<file path="config.mk">
export PLATFORM = sky130hd
export DESIGN_NAME = wash_ctrl
export DESIGN_NICKNAME = d
export VERILOG_FILES = /design/src/rtl/wash_pkg.sv /design/src/rtl/sec_tick.sv /design/src/rtl/wash_ctrl.sv
export SDC_FILE = /design/constraint.sdc
export NUM_CORES = 1
export LEC_CHECK = 0
export BUFFER_PORTS_ARGS = -buffer_cell sky130_fd_sc_hd__buf_2
export CORE_MARGIN = 3
export CORE_UTILIZATION = 25
export CTS_CLUSTER_DIAMETER = 40
export CTS_CLUSTER_SIZE = 14
export DETAILED_ROUTE_END_ITERATION = 8
export SLEW_MARGIN = 30
export SYNTH_ARGS = -nofsm -noshare
export SYNTH_HDL_FRONTEND = slang
export SYNTH_SLANG_ARGS = --single-unit
export TNS_END_PERCENT = 5
</file>
<file path="constraint.sdc">
create_clock -name CLK -period 2.33 [get_ports CLK]
set_input_delay 0.1165 -clock CLK [delete_from_list [all_inputs] [get_ports CLK]]
set_output_delay 0.1165 -clock CLK [all_outputs]
set_load 0.02 [all_outputs]
</file>
<file path="src/rtl/wash_pkg.sv">
// Shared state encoding and key codes for the wash-cycle sequencer.
package wash_pkg;

    typedef enum logic [2:0] {
        IDLE  = 3'd0,
        ARMED = 3'd1,
        FILL  = 3'd2,
        WASH  = 3'd3,
        DRAIN = 3'd4,
        SPIN  = 3'd5,
        PAUSE = 3'd6,
        DONE  = 3'd7
    } wash_state_e;

    localparam logic [2:0] KEY_NONE   = 3'd0;
    localparam logic [2:0] KEY_START  = 3'd1;
    localparam logic [2:0] KEY_LOW    = 3'd2;
    localparam logic [2:0] KEY_HIGH   = 3'd3;
    localparam logic [2:0] KEY_PAUSE  = 3'd4;
    localparam logic [2:0] KEY_RESUME = 3'd5;

    function automatic logic is_timed(wash_state_e s);
        return (s == FILL) || (s == WASH) || (s == DRAIN) || (s == SPIN);
    endfunction

endpackage

</file>
<file path="src/rtl/sec_tick.sv">
// Seconds prescaler: counts 0..CLK_HZ-1 while enabled and pulses tick on the last count.
module sec_tick #(
    parameter int unsigned CLK_HZ = 20_000_000
) (
    input  logic CLK,
    input  logic RST_N,
    input  logic clr,
    input  logic en,
    output logic tick
);

    localparam int unsigned CW = (CLK_HZ > 1) ? $clog2(CLK_HZ) : 1;
    localparam logic [CW-1:0] LAST = CW'(CLK_HZ - 1);

    logic [CW-1:0] cnt_q;

    assign tick = en && (cnt_q == LAST);

    // Holding en low freezes the count, which is how a pause keeps its place.
    always_ff @(posedge CLK or negedge RST_N) begin
        if (!RST_N) begin
            cnt_q <= '0;
        end else if (clr) begin
            cnt_q <= '0;
        end else if (en) begin
            cnt_q <= tick ? '0 : cnt_q + CW'(1);
        end
    end

endmodule

</file>
<file path="src/rtl/wash_ctrl.sv">
// Wash-cycle sequencer: key-change events drive fill, wash, drain and spin phases.
module wash_ctrl
    import wash_pkg::*;
#(
    parameter int unsigned CLK_HZ      = 20_000_000,
    parameter int unsigned FILL_LOW_S  = 10,
    parameter int unsigned FILL_HIGH_S = 20,
    parameter int unsigned WASH_S      = 30,
    parameter int unsigned DRAIN_S     = 10,
    parameter int unsigned SPIN_S      = 15,
    parameter int unsigned MOTOR_REV_S = 5
) (
    input  logic       CLK,
    input  logic       RST_N,
    input  logic [2:0] key_value,
    output logic [2:0] state,
    output logic       valve_in,
    output logic       valve_out,
    output logic       motor_on,
    output logic       motor_dir,
    output logic       level_high,
    output logic [7:0] remain_s,
    output logic       done
);

    if (FILL_LOW_S < 1 || FILL_LOW_S > 255 || FILL_HIGH_S < 1 || FILL_HIGH_S > 255 ||
        WASH_S < 1 || WASH_S > 255 || DRAIN_S < 1 || DRAIN_S > 255 ||
        SPIN_S < 1 || SPIN_S > 255 || MOTOR_REV_S < 1 || MOTOR_REV_S > 255 ||
        FILL_HIGH_S < FILL_LOW_S) begin : g_bad_param
        $error("wash_ctrl: durations must be 1..255 and FILL_HIGH_S >= FILL_LOW_S");
    end

    wash_state_e state_q, state_d, resume_q, resume_d;
    logic [2:0]  key_prev_q;
    logic [7:0]  remain_q, remain_d;
    logic [7:0]  rev_q, rev_d;
    logic        level_q, level_d;
    logic        dir_q, dir_d;
    logic [2:0]  ev_code;
    logic        tick, tick_en, tick_clr;

    // A key change is an event carrying the new code; KEY_NONE never acts.
    assign ev_code = (key_value != key_prev_q) ? key_value : KEY_NONE;
    assign tick_en = is_timed(state_q);

    sec_tick #(
        .CLK_HZ (CLK_HZ)
    ) u_sec_tick (
        .CLK   (CLK),
        .RST_N (RST_N),
        .clr   (tick_clr),
        .en    (tick_en),
        .tick  (tick)
    );

    always_ff @(posedge CLK or negedge RST_N) begin
        if (!RST_N) begin
            state_q    <= IDLE;
            resume_q   <= IDLE;
            key_prev_q <= KEY_NONE;
            remain_q   <= '0;
            rev_q      <= '0;
            level_q    <= 1'b0;
            dir_q      <= 1'b0;
        end else begin
            state_q    <= state_d;
            resume_q   <= resume_d;
            key_prev_q <= key_value;
            remain_q   <= remain_d;
            rev_q      <= rev_d;
            level_q    <= level_d;
            dir_q      <= dir_d;
        end
    end

    always_comb begin
        state_d  = state_q;
        resume_d = resume_q;
        remain_d = remain_q;
        rev_d    = rev_q;
        level_d  = level_q;
        dir_d    = dir_q;
        tick_clr = 1'b0;
        unique case (state_q)
            IDLE, DONE: begin
                if (ev_code == KEY_START) state_d = ARMED;
            end
            ARMED: begin
                if (ev_code == KEY_LOW || ev_code == KEY_HIGH) begin
                    state_d  = FILL;
                    level_d  = (ev_code == KEY_HIGH);
                    remain_d = (ev_code == KEY_HIGH) ? 8'(FILL_HIGH_S) : 8'(FILL_LOW_S);
                    tick_clr = 1'b1;
                end
            end
            PAUSE: begin
                if (ev_code == KEY_RESUME) state_d = resume_q;
            end
            FILL, WASH, DRAIN, SPIN: begin
                // Pause and level upgrade both swallow a coincident tick.
                if (ev_code == KEY_PAUSE) begin
                    resume_d = state_q;
                    state_d  = PAUSE;
                end else if (state_q == FILL && ev_code == KEY_HIGH && !level_q) begin
                    level_d  = 1'b1;
                    remain_d = remain_q + 8'(FILL_HIGH_S - FILL_LOW_S);
                end else if (tick) begin
                    if (remain_q == 8'd1) begin
                        tick_clr = 1'b1;
                        case (state_q)
                            FILL: begin
                                state_d  = WASH;
                                remain_d = 8'(WASH_S);
                                rev_d    = '0;
                                dir_d    = 1'b0;
                            end
                            WASH: begin
                                state_d  = DRAIN;
                                remain_d = 8'(DRAIN_S);
                            end
                            DRAIN: begin
                                state_d  = SPIN;
                                remain_d = 8'(SPIN_S);
                            end
                            default: begin
                                state_d  = DONE;
                                remain_d = '0;
                            end
                        endcase
                    end else begin
                        remain_d = remain_q - 8'd1;
                        if (state_q == WASH) begin
                            if (rev_q + 8'd1 == 8'(MOTOR_REV_S)) begin
                                rev_d = '0;
                                dir_d = ~dir_q;
                            end else begin
                                rev_d = rev_q + 8'd1;
                            end
                        end
                    end
                end
            end
            default: state_d = IDLE;
        endcase
    end

    always_comb begin
        state      = state_q;
        valve_in   = (state_q == FILL);
        valve_out  = (state_q == DRAIN) || (state_q == SPIN);
        motor_on   = (state_q == WASH) || (state_q == SPIN);
        motor_dir  = (state_q == WASH) && dir_q;
        level_high = level_q;
        remain_s   = remain_q;
        done       = (state_q == DONE);
    end

endmodule

</file>
==> results.md <==
* Outcome: completed
* Global route overflow at 0
* Synth Instances at 383
* Worst Skew at 5.064 ps
* Final setup vio count at 0
* Cell variety after synth at 64
* Setup CP Type: in -> reg
* YS warnings at 0
* Top cells by area, synth: dfrtp_1 (39%), nor2_1 (6.0%), xor2_1 (5.3%)
* Crit. End Element: flip-flop
* Layout area overhead at 22.58%
* Buffers on Ports at 21
* FP Rows at 41
* Syn Area/Cell at 8.651 sq um
* Worst reg2reg endpoint: remain_s[7]
* Post-Route Utilization at 0.3180
* Synthesized area at 0.003313 sq mm
* R2R cell count at 6
* Ys flop type: dfrtp_1
* Pin count of the biggest net entering global routing at 53
* Initial DRC Count at 257
* DIE WIDTH at 121.1 um
* Die height at 121.1 um
* Simple-gate share of the synthesized area at 0.2768
* Setup_tns at 0 ps
* Synth area leader: dfrtp_1
* RSZ-0062 raised after global routing: true
* DRC viols at 0
* Diode count at 0
* Grt met3 use at 0.02890
* Crit path buffers/inverters at 2
* H-tree depth at 2
* Final Hold Vio Count at 0
* DP Wirelength at 6.051 mm
* Max_cap viols at 0
* Post-route ant nets at 0
* Slowest library cell on the worst path: or4_4
* Commonest cells in the netlist: nor2_1 (53), dfrtp_1 (52), nand2_1 (32)
* Crit path depth at 8
* FFs w/ async S/R, synth at 1.000
* Pre-CTS setup slack at 15.28 ps
* Pleak at 1.733 nW
* Slew Viols, Final at 0
* Initial antenna violation count at 0
* Yosys top cell area share at 0.3927
* Min-delay src: key_value[2]
* Combinational family with the most area after synthesis: simple AND/OR/NAND/NOR gates
* Seq/Total Area, Yosys at 0.3927
* Cell depth of the worst hold path at 1
* CTS tree: yes
* CP arrival at 2490 ps
* Fillers at 1333
* Worst skew pair latency at 290 ps
* Maximum VDD drop at 328.2 uV
* Mux cell area share after synthesis at 0.006798
* GR Util met1 at 0.1625
* Most used routing layer: met2
* Final setup margin at 52.35 ps
* Area fraction in compound gates after synthesis at 0.1858
* Num CTS Buffers at 5
* Core outline area at 0.01277 sq mm
* Die area at 0.01467 sq mm
* Clock Path Buffers at 2
* Synth Area in XOR/XNOR at 0.07402
* GR Layer Usage met2 at 0.1907
* Post-synth EDFFs at 0
* Hold crit path type: in -> reg
* Vias in the first global route at 2956
* Initial DRT Pass Iterations at 5
* Syn Nets at 396
* Critical-path cell list: dlygate4sd3_1, buf_2, nand3b_1, or4_4, a21oi_4, o22ai_4, or4b_4, o211ai_2
* Adder-Cell Fraction of Synth Area at 0.03021
* Max Freq at 0.4390 GHz
* Worst-path fanout max at 9
* First-pass GRT wire length at 14.46 mm
* Clock Sink Count at 52
* Clock transition at path regs at 70 ps
* Power Density at 1004 mW/mm^2
* Hold Crit Endpoint: key_prev_q[2]
* Top delay family on crit path: simple AND/OR/NAND/NOR gates
* Worst-margin pin slew at 679.5 ps
* Worst reg-to-reg setup slack at 70 ps
* Most frequent cell after synthesis: nor2_1
* DRT Wirelength at 8.295 mm
* Via density at 4.954
* Tcrit/Tclk final at 0.9775
* Detailed-route via count at 3027
* DR WL/cell at 13.58 um
* Layout net count at 451
* Crit start category: input port
* Tmin final at 2278 ps
* CTS root buf: clkbuf_16
* GRT Util Overall at 0.1200
* Ports at 22
* Initial Utilization at 0.2594
* CP peak stage delay at 580 ps
* Final GP Congestion at 0.8377
* Req. time, crit path at 2540 ps
* Worst R2R Start: key_prev_q[0]
* #FFs+latches synth at 52
* Relative slew slack at 0.5470
* Fraction of final layout cells with drive strength greater than 1 at 0.1936
-- what timing repair did --
action	CTS	global route
pin swaps	1	1
endpoints found under the hold margin	54	0
hold buffers	3	0
setup buffers	1	0
endpoints found under the setup margin	1	29
resized for setup	0	10
-- worst max-delay path by stage --
stage / from / slack, ps / to
floorplan: state[2] / 10 / remain_s[7]
global placement: u_sec_tick.cnt_q[0] / 60 / rev_q[3]
detailed placement: u_sec_tick.cnt_q[0] / 20 / rev_q[3]
global route: key_value[0] / -60 / remain_s[7]
finish: key_value[0] / 50 / remain_s[7]
CTS: u_sec_tick.cnt_q[0] / 7 / state[0]
-- cell usage in the layout, fill, tap and decap left out, types with 14 or more instances in the layout --
| master | count |
|---|---|
| a21oi_1 | 20 |
| buf_2 | 21 |
| buf_4 | 34 |
| dfrtp_1 | 52 |
| inv_1 | 14 |
| nand2_1 | 32 |
| nand3_1 | 17 |
| nor2_1 | 51 |
| o21ai_0 | 30 |
| xor2_1 | 20 |
-- per-layer routing --
metal / up-vias / part of all wire
met4: 0 / 0.0065
met3: 5 / 0.039
li1: 1500 / -
met5: - / 0
met2: 58 / 0.46
met1: 1464 / 0.49
-- report_power, final --
group / internal [W] / total, W / leakage, nW / switching (W)
Clock: 0.000429 / 0.000742 / 0.0712 / 0.000312
Combinational: 0.000834 / 0.00211 / 0.977 / 0.00127
Sequential: 0.00107 / 0.00123 / 0.685 / 0.000156
Total: 0.00234 / 0.00408 / 1.73 / 0.00174
-- cells by family after synthesis --
group | after synthesis
and+or+nand+nor | 175
xor gates and xnor gates | 28
buffers and inverters | 26
AOI/OAI and AO/OA | 92
DFF | 52
muxes | 2
adders and majority gates | 8
-- layout make-up --
cell class | count | area [sq um] | area share
clock buffers | 8 | 146.4 | 0.03604
inverters | 15 | 56.30 | 0.01386
multi-input cells | 305 | 1932 | 0.4757
flip-flops and latches | 52 | 1301 | 0.3204
well taps | 172 | 215.2 | 0.05299
repair buffers | 59 | 410.4 | 0.1010
-- state kept, by name, summed over array words and instances, names as in the netlist --
name	cells
state	3
dir_q	1
level_high	1
key_prev_q	3
u_sec_tick.cnt_q	25
resume_q	3
remain_s	8
rev_q	8
-- through the flow --
step           instance area, sq um  hold slack, ps  power [W]  cells
6_report                       4061           22.80   0.004077    611
5_1_grt                        4061           15.68   0.004413    611
4_1_cts                        4030           14.07   0.004079    611
3_5_place_dp                   3846           287.8   0.003308    599
3_3_place_gp                   3846           277.0   0.003275    599
2_1_floorplan                  3313          -179.1   0.002555    383
(Power assumes the default switching activity.)
